### config.mk
export PLATFORM = sky130hd
export DESIGN_NAME = hi_xcorr_ssp_tx
export DESIGN_NICKNAME = d
export VERILOG_FILES = /design/src/rtl/hi_ssp_pkg.sv /design/src/rtl/ssp_word_fifo.sv /design/src/rtl/hi_xcorr_ssp_tx.sv
export SDC_FILE = /design/constraint.sdc
export NUM_CORES = 1
export LEC_CHECK = 0
export ABC_AREA = 0
export BUFFER_PORTS_ARGS = -buffer_cell sky130_fd_sc_hd__buf_4
export CAP_MARGIN = 15
export CORE_MARGIN = 2
export CORE_UTILIZATION = 59
export CTS_BUF_LIST = sky130_fd_sc_hd__clkbuf_8 sky130_fd_sc_hd__clkbuf_16
export CTS_CLUSTER_DIAMETER = 150
export DETAILED_ROUTE_END_ITERATION = 7
export GPL_TIMING_DRIVEN = 0
export PLACE_DENSITY = 0.78
export SETUP_SLACK_MARGIN = 0.4
export SYNTH_ARGS = -nofsm -noshare
export SYNTH_HDL_FRONTEND = slang
export SYNTH_SLANG_ARGS = --single-unit
### constraint.sdc
create_clock -name ck_1356meg -period 5.95 [get_ports ck_1356meg]
set_input_delay 0.595 -clock ck_1356meg [delete_from_list [all_inputs] [get_ports ck_1356meg]]
set_output_delay 0.595 -clock ck_1356meg [all_outputs]
set_load 0.005 [all_outputs]
### src/rtl/hi_ssp_pkg.sv
// Shared definitions for the correlator-to-ARM SSP transmitter.
package hi_ssp_pkg;

    // Serialized word: {corr_i, corr_q}, MSB first.
    localparam int WORD_W = 16;

    // clk_div encodings: half-period of ssp_clk in carrier cycles is 2^clk_div.
    localparam logic [1:0] CLK_DIV_2  = 2'b00;
    localparam logic [1:0] CLK_DIV_4  = 2'b01;
    localparam logic [1:0] CLK_DIV_8  = 2'b10;
    localparam logic [1:0] CLK_DIV_16 = 2'b11;

    typedef enum logic [1:0] {
        IDLE  = 2'b00,
        FRAME = 2'b01,
        SHIFT = 2'b10,
        GAP   = 2'b11
    } ssp_state_e;

    // Terminal value of the half-period cycle counter (H - 1).
    function automatic logic [2:0] half_max(input logic [1:0] div);
        logic [2:0] m;
        case (div)
            CLK_DIV_2:  m = 3'd0;
            CLK_DIV_4:  m = 3'd1;
            CLK_DIV_8:  m = 3'd3;
            CLK_DIV_16: m = 3'd7;
            default:    m = 3'd0;
        endcase
        return m;
    endfunction

endpackage

### src/rtl/ssp_word_fifo.sv
// Single-clock word FIFO with registered level and full/empty flags.
// A push while full is only honoured when a pop happens in the same cycle.
module ssp_word_fifo #(
    parameter int DEPTH = 4,
    parameter int W     = 16
) (
    input  logic                     clk,
    input  logic                     rst_n,
    input  logic                     push,
    input  logic [W-1:0]             wr_data,
    input  logic                     pop,
    output logic [W-1:0]             rd_data,
    output logic                     full,
    output logic                     empty,
    output logic [$clog2(DEPTH):0]   level
);
    localparam int AW = $clog2(DEPTH);
    localparam logic [AW:0] FULL_LVL = (AW + 1)'(DEPTH);

    logic [W-1:0]  mem [DEPTH];
    logic [AW-1:0] wr_ptr;
    logic [AW-1:0] rd_ptr;
    logic          do_push;
    logic          do_pop;
    logic [AW:0]   level_nxt;

    assign do_pop  = pop && !empty;
    assign do_push = push && (!full || do_pop);
    assign rd_data = mem[rd_ptr];

    // Next occupancy; simultaneous push and pop leave it unchanged.
    always_comb begin
        level_nxt = level;
        if (do_push && !do_pop) begin
            level_nxt = level + 1'b1;
        end else if (!do_push && do_pop) begin
            level_nxt = level - 1'b1;
        end
    end

    // Storage array; contents need no reset because level gates every read.
    always_ff @(posedge clk) begin
        if (do_push) begin
            mem[wr_ptr] <= wr_data;
        end
    end

    // Pointers wrap naturally since DEPTH is a power of two.
    always_ff @(posedge clk or negedge rst_n) begin
        if (!rst_n) begin
            wr_ptr <= '0;
            rd_ptr <= '0;
            level  <= '0;
            full   <= 1'b0;
            empty  <= 1'b1;
        end else begin
            if (do_push) wr_ptr <= wr_ptr + 1'b1;
            if (do_pop)  rd_ptr <= rd_ptr + 1'b1;
            level <= level_nxt;
            full  <= (level_nxt == FULL_LVL);
            empty <= (level_nxt == '0);
        end
    end

endmodule

### src/rtl/hi_xcorr_ssp_tx.sv
// Buffers correlator I/Q byte pairs and serializes them to the ARM over an
// SSP-style link (frame marker, then 16 bits MSB first, then a quiet gap).
// corr_valid is a one-cycle strobe with no back-pressure: a word arriving
// while the FIFO is full and not being popped is dropped and flagged.
module hi_xcorr_ssp_tx #(
    parameter int FIFO_DEPTH = 4,
    parameter int WORD_W     = hi_ssp_pkg::WORD_W
) (
    input  logic                         ck_1356meg,
    input  logic                         rst_n,
    input  logic                         corr_valid,
    input  logic [7:0]                   corr_i,
    input  logic [7:0]                   corr_q,
    input  logic [1:0]                   clk_div,
    output logic                         ssp_clk,
    output logic                         ssp_din,
    output logic                         ssp_frame,
    output logic [$clog2(FIFO_DEPTH):0]  fifo_level,
    output logic                         overflow,
    output logic [1:0]                   fsm_state
);
    import hi_ssp_pkg::*;

    localparam int HALF_W = $clog2(2 * WORD_W);
    localparam logic [HALF_W-1:0] HALF_LAST = HALF_W'(2 * WORD_W - 1);
    localparam logic [HALF_W-1:0] HALF_ONE  = HALF_W'(1);

    ssp_state_e         state;
    logic [WORD_W-1:0]  shreg;
    logic [1:0]         div_lat;
    logic [2:0]         cyc_cnt;
    logic [HALF_W-1:0]  half_cnt;
    logic               half_end;

    logic               fifo_push;
    logic               fifo_pop;
    logic               fifo_full;
    logic               fifo_empty;
    logic [WORD_W-1:0]  fifo_rd_data;

    // The FIFO head is consumed only from IDLE, which is what yields the
    // single IDLE cycle between back-to-back words.
    assign fifo_pop  = (state == IDLE) && !fifo_empty;
    assign fifo_push = corr_valid && (!fifo_full || fifo_pop);
    assign half_end  = (cyc_cnt == half_max(div_lat));
    assign fsm_state = state;

    ssp_word_fifo #(
        .DEPTH (FIFO_DEPTH),
        .W     (WORD_W)
    ) u_fifo (
        .clk     (ck_1356meg),
        .rst_n   (rst_n),
        .push    (fifo_push),
        .wr_data ({corr_i, corr_q}),
        .pop     (fifo_pop),
        .rd_data (fifo_rd_data),
        .full    (fifo_full),
        .empty   (fifo_empty),
        .level   (fifo_level)
    );

    // Sticky drop flag, cleared only by reset.
    always_ff @(posedge ck_1356meg or negedge rst_n) begin
        if (!rst_n) begin
            overflow <= 1'b0;
        end else if (corr_valid && fifo_full && !fifo_pop) begin
            overflow <= 1'b1;
        end
    end

    // Transmit FSM. half_cnt counts ssp_clk half-periods within a state; in
    // SHIFT its LSB is the ssp_clk phase and the shift happens after each
    // high phase. Serial outputs are registered from the current state, so
    // the pins trail the state by one carrier cycle.
    always_ff @(posedge ck_1356meg or negedge rst_n) begin
        if (!rst_n) begin
            state     <= IDLE;
            shreg     <= '0;
            div_lat   <= CLK_DIV_2;
            cyc_cnt   <= '0;
            half_cnt  <= '0;
            ssp_clk   <= 1'b0;
            ssp_din   <= 1'b0;
            ssp_frame <= 1'b0;
        end else begin
            ssp_frame <= (state == FRAME);
            ssp_clk   <= (state == SHIFT) && half_cnt[0];
            ssp_din   <= ((state == FRAME) || (state == SHIFT)) ? shreg[WORD_W-1] : 1'b0;

            if (state == IDLE) begin
                if (!fifo_empty) begin
                    shreg    <= fifo_rd_data;
                    div_lat  <= clk_div;
                    cyc_cnt  <= '0;
                    half_cnt <= '0;
                    state    <= FRAME;
                end
            end else if (!half_end) begin
                cyc_cnt <= cyc_cnt + 3'd1;
            end else begin
                cyc_cnt  <= '0;
                half_cnt <= half_cnt + 1'b1;
                if (state == FRAME && half_cnt == HALF_ONE) begin
                    state    <= SHIFT;
                    half_cnt <= '0;
                end
                if (state == SHIFT) begin
                    if (half_cnt[0]) begin
                        shreg <= {shreg[WORD_W-2:0], 1'b0};
                    end
                    if (half_cnt == HALF_LAST) begin
                        state    <= GAP;
                        half_cnt <= '0;
                    end
                end
                if (state == GAP && half_cnt == HALF_ONE) begin
                    state    <= IDLE;
                    half_cnt <= '0;
                end
            end
        end
    end

endmodule

==> qor.yml, run 1 <==
synth_cells: 288
cp-start-kind: "register"
timing.final.crit_share_pct: 45.82
vdd_drop_max_v: 0.0002397
coreArea_sq_um: 7292
grt_pass1_wl_um: 12760
power.leakage_nw: 1.940
die-area_sq_um: 8254
hold_class: "primary input to async pin"
cts-root-buf: "clkbuf_8"
finalCriticalPeriod_ns: 2.726
clkTransAtPathRegs_ns: 0.11
io_pins: 30
fmax_mhz: 366.8
numCtsBuffers: 9
post_cts_resized: 0
num_vias: 2422
portBuffers: 29
grt_pass1_vias: 2549
antenna_found_initial: 0
finalWeightedCongestion: 0.7877
grt_max_degree: 42
synth_cell_types: 44
cts_buffer_depth: 2
antenna_left: 0
hold_buffers: 0
netlist_area_sq_um: 4451
dp_hpwl_um: 5079
slew_violations: 0
layout.nets: 363
worst_slew_pin_slew_ns: 0.8748
slew_headroom_pct: 41.68
cp_max_fo: 16
syn_area_per_cell_sq_um: 15.45
fill_cells: 543
drv_cap: 0
wire_per_inst_um: 17.45
syn_nets: 323
arrival_ns: 2.73
die_w_um: 90.85
setup_viol: 0
synthToLayoutAreaGrowth_pct: 11.92
total_power_mw: 2.303
n_antenna_cell: 0
status: "complete, no violations"
rsz0062_at_grt: "no"
cp.required_ns: 5.95
drt-initial-drc-count: 172
cts.sinks: 105
dp_slack_ns: 3.177
hold_viol: 0
die_h_um: 90.85
endpoint_kind: "register"
first_pass_iters: 4
tritoncts: "yes"
ys_ff_latch: 105
initial_utilization_pct: 61.03
ys.flop_type: "edfxtp_1"
rows: 31
clock_latency_ns: 0.37
crit_type: "register to register"
clock_skew_ns: 0.01096
routed_via_density: 5.606
setup-tns-final_ns: 0
fin_ws_ns: 3.224
cts_max_level: 3
overflow: 0
async_flop_share_pct: 39.05
ys_warn_count: 0
synth_seq_area_share_pct: 66.26
powerDensity_nw_per_um2: 462.3
drc: 0
grt_use_total_pct: 20.37
cts_setup_buffers: 0
synth-edff-count: 64
wirelength_um: 7537
drive_gt1_share_pct: 26.43
-- flip-flops by register name (all words and copies together), names as in the netlist, 2 cells and up --
register,cells
u_fifo.rd_ptr,2
u_fifo.level,3
fsm_state,2
u_fifo.wr_ptr,2
div_lat,2
cyc_cnt,3
half_cnt,5
u_fifo.mem,64
shreg,16
-- cells in the final DEF, fill, tap and decap left out, types with 2 or more instances in the layout --
cell type  Yosys  routed
a21o_1         3       3
a21oi_1       16      16
a22o_1         2       2
a31o_2         2       2
and2_1         6       6
buf_2          7       7
buf_4          4      33
clkbuf_8       0       9
dfrtp_1       40      40
edfxtp_1      64      64
ha_1          14      14
inv_1         11      12
inv_6          0       2
mux2i_1       16      16
mux4_2        16      16
nand2_1       15      15
nand3_1        6       6
nor2_1        20      20
nor2b_1        3       3
nor3_1         2       2
o21ai_0       11      11
xnor2_1        6       6
-- worst max-delay path, cell delays in order, from the launching register on --
cell and delay [ns]:
dfrtp_1 0.46, inv_1 0.13, ha_1 0.15, buf_2 0.18, nand2b_1 0.08, buf_2 0.18, a21oi_1 0.40, and2_1 0.77
-- per-layer routing --
metal	vias to the layer above	GRT usage, %	share of wire, %
met2	45	33.77	53
met5	-	0	0
met3	11	5.927	3.6
met4	0	5.808	1.6
li1	1154	-	-
met1	1212	26.56	42
-- cells by family after synthesis --
group | Yosys count | share of synthesized area (%)
fa+ha+maj | 14 | 3.936
compound gates | 45 | 6.916
mux | 33 | 11.95
flops | 105 | 66.26
buf+inv | 22 | 2.390
xor+xnor | 6 | 1.181
simple gates | 63 | 7.366
-- Yosys cell counts (2+ instances only) --
| master | n | area share, % |
|---|---|---|
| nor2_1 | 20 | 1.7 |
| ha_1 | 14 | 3.9 |
| mux2i_1 | 16 | 3.6 |
| o21ai_0 | 11 | 1.2 |
| a21oi_1 | 16 | 1.8 |
| xnor2_1 | 6 | 1.2 |
| buf_4 | 4 | 0.67 |
| dfrtp_1 | 40 | 22 |
| nand2_1 | 15 | 1.3 |
| edfxtp_1 | 64 | 43 |
| and2_1 | 6 | 0.84 |
| nor2b_1 | 3 | 0.42 |
| nand3_1 | 6 | 0.67 |
| nor3_1 | 2 | 0.22 |
| a21o_1 | 3 | 0.51 |
| a22o_1 | 2 | 0.39 |
| mux4_2 | 16 | 8.1 |
| a31o_2 | 2 | 0.39 |
| buf_2 | 7 | 0.79 |
| inv_1 | 11 | 0.93 |
-- worst paths after layout --
| kind | from | end | slack, ns | cells after the start |
|---|---|---|---|---|
| min reg2reg | overflow | overflow | 0.48 | 1 |
| min | rst_n | u_fifo.level[0] | 0.19 | 1 |
| min in group ck_1356meg | clk_div[0] | div_lat[0] | 0.41 | 3 |
| max | fsm_state[1] | u_fifo.mem[1][6] | 3.22 | 7 |
| max in group asynchronous | rst_n | half_cnt[2] | 5.38 | 1 |
| max reg2reg | fsm_state[1] | u_fifo.mem[1][6] | 3.22 | 7 |
-- stage by stage --
stage               instances  hold WS, ns  area, sq um  util, %
CTS                       432       0.2055         4981    68.31
global placement          416       0.4525         4792    65.72
finish                    432       0.1863         4981    68.31
global route              432       0.2175         4981    68.31
floorplan                 288       0.2994         4451        -
detailed placement        416       0.4627         4792    65.72
-- where the power goes --
part	internal (mW)	switching [mW]
Clock	0.161	0.254
Combinational	0.379	0.414
Sequential	0.986	0.108
Total	1.53	0.776
-- area by class of cell --
| cell class | instances | area, sq um | share of cell area, % |
|---|---|---|---|
| flip-flops and latches | 105 | 2949 | 59.21 |
| repair buffers | 29 | 217.7 | 4.371 |
| clock inverters | 7 | 65.06 | 1.306 |
| well taps | 99 | 123.9 | 2.487 |
| inverters | 11 | 41.29 | 0.8289 |
| clock buffers | 9 | 123.9 | 2.487 |
| plain buffers | 11 | 65.06 | 1.306 |
| multi-input cells | 161 | 1395 | 28.01 |
(Power assumes the default switching activity.)
==> inputs of run 2 (changes only) <==
==> constraint.sdc (replaced) <==
create_clock -name ck_1356meg -period 2.66 [get_ports ck_1356meg]
set_input_delay 0.266 -clock ck_1356meg [delete_from_list [all_inputs] [get_ports ck_1356meg]]
set_output_delay 0.266 -clock ck_1356meg [all_outputs]
set_load 0.005 [all_outputs]
==> qor.yml, run 2 (synthesized netlist as in run 1, its figures left out) <==
n_antenna_cell: 0  # unchanged
clock_skew_ns: 0.009283  # -0.001679 ns
fill_cells: 536  # -1.3%
tritoncts: "yes"
slew_violations: 0  # unchanged
cts_buffer_depth: 2  # unchanged
layout.nets: 365  # +0.55%
arrival_ns: 2.23  # -0.50 ns
synthToLayoutAreaGrowth_pct: 12.79
power.leakage_nw: 1.956  # +0.83%
routed_via_density: 5.578  # -0.50%
finalWeightedCongestion: 0.7877  # unchanged
drv_cap: 0  # unchanged
drt-initial-drc-count: 154  # -10%
worstPathCellList: "inv_1 -> ha_1 -> buf_2 -> nand2b_1 -> buf_2 -> a21oi_4 -> and2_4"
rr_startpoint: "fsm_state[1]"
vdd_drop_max_v: 0.0005303  # +120%
crit_type: "register to register"
fin_ws_ns: 0.4720  # -2.752 ns
wirelength_um: 7604  # +0.89%
dp_hpwl_um: 5079  # unchanged
setup_viol: 0  # unchanged
slowest_stage: "dfrtp_1"
timing.critical_path.from: "fsm_state[1]"
first_pass_iters: 4  # unchanged
timing.final.crit_share_pct: 82.26  # +36 points
portBuffers: 29  # unchanged
grt_max_degree: 42  # unchanged
coreArea_sq_um: 7292  # unchanged
whs_ns: 0.08884  # -0.09743 ns
drc: 0  # unchanged
cts.sinks: 105  # unchanged
hp-start: "clk_div[0]"
grt_pass1_vias: 2555  # +0.24%
cp-start-kind: "register"
grt_pass1_wl_um: 12790  # +0.27%
r2r_setup_slack_ns: 0.47  # -2.75 ns
worstReg2RegEnd: "u_fifo.mem[2][6]"
dp_slack_ns: -0.1133  # -3.290 ns
num_vias: 2421  # -0.041%
dpl-instance-area_sq_um: 4792  # unchanged
slew_headroom_pct: 64.24  # +23 points
largestRegisters: "u_fifo.mem: 64 flops, shreg: 16 flops, half_cnt: 5 flops"
drive_gt1_share_pct: 28.06  # +1.6 points
holdPathStages: 3
worst_path_most_repeated_cell: "buf_2"
rsz0062_at_grt: "yes"
whs_endpoint: "div_lat[0]"
cp.required_ns: 2.71  # -3.24 ns
endpoint_kind: "register"
clock_latency_ns: 0.36  # about the same
cts_max_level: 3  # unchanged
finalCriticalPeriod_ns: 2.188  # -0.5384 ns
wire_per_inst_um: 17.52  # +0.42%
layout_commonest_cell: "edfxtp_1"
cp_max_fo: 16  # unchanged
critPathMaxStageDelay_ns: 0.46  # -0.31 ns
die-area_sq_um: 8254  # unchanged
fmax_mhz: 457.0  # +25%
status: "complete, no violations"
antenna_left: 0  # unchanged
ff2ff_path_depth: 7  # unchanged
worst_slew_pin_slew_ns: 0.5365  # -0.3384 ns
hold_class: "primary input to register"
design_area_sq_um: 5020  # +0.78%
clkTransAtPathRegs_ns: 0.10  # about the same
numCtsBuffers: 9  # unchanged
cts-root-buf: "clkbuf_8"
top_register: "u_fifo.mem"
antenna_found_initial: 0  # unchanged
hold_viol: 0  # unchanged
overflow: 0  # unchanged
powerDensity_nw_per_um2: 1031  # +120%
initial_utilization_pct: 61.03  # unchanged
die_h_um: 90.85  # unchanged
die_w_um: 90.85  # unchanged
largest_register_ffs: 64  # unchanged
rows: 31  # unchanged
grt_use_total_pct: 20.41  # +0.037 points
io_pins: 30  # unchanged
cts_setup_buffers: 0  # unchanged
mostFrequentLayoutCells: "64 x edfxtp_1, 40 x dfrtp_1, 33 x buf_4"
-- run 2: worst max-delay path by stage --
| stage | endpoint | slack, ns | cells past startpoint |
|---|---|---|---|
| after global placement | u_fifo.mem[1][7] | 0.003 | 7 |
| after CTS | u_fifo.mem[1][6] | 0.45 | 7 |
| final | u_fifo.mem[2][6] | 0.47 | 7 |
| after detailed placement | u_fifo.mem[1][6] | -0.11 | 7 |
| after floorplan | u_fifo.mem[0][0] | 0.46 | 7 |
| after global routing | u_fifo.mem[0][4] | 0.36 | 7 |
-- run 2: metrics by stage --
stage	std cells	TNS [ns]	total power [mW]	utilization (%)
floorplan	288	0	3.754	-
global placement	416	0	4.177	65.72
detailed placement	416	-5.370	4.282	65.72
CTS	433	0	5.224	68.63
global route	434	0	5.518	68.84
finish	434	0	5.177	68.84
-- run 2: where the power goes --
part / switching (mW) / total, mW / internal (mW)
clock network: 0.559 / 0.919 / 0.360
registers: 0.241 / 2.44 / 2.20
logic: 0.941 / 1.82 / 0.875
total: 1.74 / 5.18 / 3.44
-- run 2: critical path: cells and delay by family (launching register included) --
kind | cells | cell delay [ns]
flip-flops | 1 | 0.46
adder cells (fa/ha/maj) | 1 | 0.15
AND/OR/NAND/NOR | 2 | 0.46
AO/OA/AOI/OAI | 1 | 0.29
buffers and inverters | 3 | 0.50
-- run 2: area by class of cell --
cell class | count | area [sq um] | area share, %
flip-flops and latches | 105 | 2949 | 58.75
plain buffers | 11 | 65.06 | 1.296
well taps | 99 | 123.9 | 2.468
clock buffers | 9 | 123.9 | 2.468
inverters | 11 | 41.29 | 0.8225
clock inverters | 7 | 65.06 | 1.296
repair buffers | 30 | 227.7 | 4.536
multi-input cells | 162 | 1424 | 28.37
-- run 2: routing by layer --
| layer | wire length (um) | GRT usage (%) |
|---|---|---|
| met5 | 0 | 0 |
| met1 | 3222 | 26.68 |
| met4 | 29 | 5.177 |
| met3 | 214 | 5.927 |
| met2 | 4137 | 34.08 |
-- run 2: timing repair --
item                                    4_1_cts  5_1_grt
endpoints found under the setup margin       64       64
hold buffers                                  1        0
pin swaps                                     0        4
endpoints found under the hold margin        40        0
cloned                                        0        1
resized for setup                             9        1
==> inputs of run 3 (changes only) <==
--- a/config.mk
+++ b/config.mk
@@ -9,12 +9,12 @@
 export BUFFER_PORTS_ARGS = -buffer_cell sky130_fd_sc_hd__buf_4
 export CAP_MARGIN = 15
 export CORE_MARGIN = 2
-export CORE_UTILIZATION = 59
+export CORE_UTILIZATION = 54
 export CTS_BUF_LIST = sky130_fd_sc_hd__clkbuf_8 sky130_fd_sc_hd__clkbuf_16
 export CTS_CLUSTER_DIAMETER = 150
 export DETAILED_ROUTE_END_ITERATION = 7
 export GPL_TIMING_DRIVEN = 0
-export PLACE_DENSITY = 0.78
+export PLACE_DENSITY = 0.75
 export SETUP_SLACK_MARGIN = 0.4
 export SYNTH_ARGS = -nofsm -noshare
 export SYNTH_HDL_FRONTEND = slang
==> constraint.sdc (replaced) <==
create_clock -name ck_1356meg -period 1.76 [get_ports ck_1356meg]
set_input_delay 0.176 -clock ck_1356meg [delete_from_list [all_inputs] [get_ports ck_1356meg]]
set_output_delay 0.176 -clock ck_1356meg [all_outputs]
set_load 0.005 [all_outputs]
==> qor.yml, run 3 (synthesized netlist as in run 1, its figures left out) <==
status: "complete, but fails checks"
violations: "setup timing"
grt_pass1_wl_um: 14720  # +15%
endpoint_kind: "register"
portBuffers: 29  # unchanged
clock_skew_ns: 0.005445  # -0.003838 ns
cp.required_ns: 1.84  # -0.87 ns
dp_hpwl_um: 4925  # -3.0%
tritoncts: "yes"
crit_type: "register to register"
hold_viol: 0  # unchanged
coreArea_sq_um: 8093  # +11%
grt_max_degree: 42  # unchanged
first_pass_iters: 4  # unchanged
drc: 0  # unchanged
switchingPower_mw: 3.454  # +98%
cts-root-buf: "clkbuf_8"
synthToLayoutAreaGrowth_pct: 35.42
r2r_setup_slack_ns: -0.07  # -0.54 ns
whs_ns: 0.07399  # -0.01485 ns
io_pins: 30  # unchanged
slew_violations: 0  # unchanged
drt-initial-drc-count: 172  # +12%
die-area_sq_um: 8984  # +8.9%
timing.final.crit_share_pct: 104.1  # +22 points
initial_utilization_pct: 54.99  # -6.0 points
hold_class: "primary input to register"
vdd_drop_max_v: 0.0007456  # +41%
rsz0062_at_grt: "yes"
cp_max_fo: 8  # -8
wire_per_inst_um: 19.94  # +14%
cts.sinks: 105  # unchanged
clock_latency_ns: 0.37  # about the same
drive_gt1_share_pct: 49.87  # +22 points
finalWeightedCongestion: 0.7751  # -1.6%
power.leakage_nw: 2.305  # +18%
die_h_um: 94.79  # +4.3%
drv_cap: 0  # unchanged
fin_ws_ns: -0.07239  # -0.5444 ns
numCtsBuffers: 9  # unchanged
layout_commonest_cell: "edfxtp_1"
wirelength_um: 9852  # +30%
arrival_ns: 1.91  # -0.32 ns
combPwrFrac_pct: 45.2  # +10 points
finalCriticalPeriod_ns: 1.832  # -0.3556 ns
sw_frac_of_total_pct: 35.97  # +2.3 points
fin_util_pct: 74.47  # +5.6 points
num_vias: 2799  # +16%
cts_max_level: 3  # unchanged
mostFrequentLayoutCells: "64 x edfxtp_1, 46 x buf_4, 35 x dfrtp_1"
cts_buffer_depth: 2  # unchanged
clkTransAtPathRegs_ns: 0.11  # about the same
antenna_found_initial: 0  # unchanged
clkPwrFrac_pct: 15.2  # -2.6 points
slew_headroom_pct: 64.14  # -0.10 points
setup_viol: 77  # +77
n_antenna_cell: 0  # unchanged
routed_via_density: 5.666  # +1.6%
cp-start-kind: "register"
top_register: "u_fifo.mem"
grt_use_total_pct: 22.70  # +2.3 points
total_power_mw: 9.604  # +85%
grt_pass1_vias: 2799  # +9.5%
antenna_left: 0  # unchanged
overflow: 0  # unchanged
largest_register_ffs: 64  # unchanged
worst_slew_pin_slew_ns: 0.5380  # +0.001496 ns
seqPwrFrac_pct: 39.5  # -7.7 points
die_w_um: 94.79  # +4.3%
cellInternalPower_mw: 6.150  # +79%
powerDensity_nw_per_um2: 1594  # +54%
rows: 33  # +6.5%
fmax_mhz: 545.7  # +19%
layout.nets: 419  # +15%
largestRegisters: "u_fifo.mem: 64 flops, shreg: 16 flops, half_cnt: 5 flops"
## run 3: changes by cell type in the layout (fill, tap and decap cells not counted), sizes merged
cell | previous run | this run
and2 | 7 | 10
dlygate4sd3 | 1 | 19
buf | 40 | 73
## run 3: power groups by stage
stage               logic (mW)  clock network [mW]  registers (mW)
floorplan                 2.16                   0            3.66
global placement          2.77                   0            3.72
detailed placement        2.82                   0            3.76
CTS                       3.62                1.48            3.71
global route              4.65                1.59            3.87
finish                    4.34                1.46            3.80
## run 3: layout make-up
class | instances | area (sq um)
Fill cell | 499 | 2066
Buffer | 11 | 122.6
Inverter | 11 | 41.29
Sequential cell | 105 | 2955
Timing Repair Buffer | 81 | 744.5
Clock buffer | 9 | 123.9
Tap cell | 105 | 131.4
Multi-Input combinational cell | 165 | 1838
Clock inverter | 7 | 70.07
## run 3: per-stage QoR
step,std cells,instance area (sq um),setup WS (ns),setup TNS (ns)
detailed placement,422,4895,-0.1522,-10.21
global placement,422,4895,-0.1421,-8.636
CTS,484,5685,-0.03704,-1.171
global route,494,6027,-0.1133,-7.277
finish,494,6027,-0.07239,-3.775
floorplan,288,4546,0.02023,0
## run 3: critical path, cell delays in order (launching register included)
cell and delay (ns):
dfrtp_2 0.44, inv_2 0.08, ha_4 0.12, buf_6 0.12, nand2b_4 0.07, buf_8 0.14
a21oi_4 0.19, buf_12 0.14, and2_4 0.24
## run 3: path summary, 6_finish.rpt
check / to / start / cells after the start
worst max-delay path: u_fifo.mem[0][15] / fsm_state[0] / 8
worst min-delay path: overflow / corr_valid / 2
worst max register to register: u_fifo.mem[0][15] / fsm_state[0] / 8
worst min register to register: overflow / overflow / 1
max in group asynchronous: cyc_cnt[0] / rst_n / 2
min in group asynchronous: u_fifo.level[0] / rst_n / 2
## run 3: repair_timing
| item | CTS | global route |
|---|---|---|
| hold endpoints to repair | 103 | 0 |
| hold buffers | 19 | 0 |
| setup buffers | 21 | 10 |
| setup endpoints to repair | 99 | 98 |
| cloned | 6 | 0 |
| pin swaps | 10 | 9 |
| gates resized for setup | 51 | 63 |
## run 3: metal layers
metal / global-route usage, % / routed length, um / vias up
met2: 39.07 / 5422 / 61
met1: 29.01 / 3935 / 1457
met4: 7.488 / 179 / 0
met5: 0 / 0 / -
li1: - / - / 1268
met3: 4.549 / 314 / 13
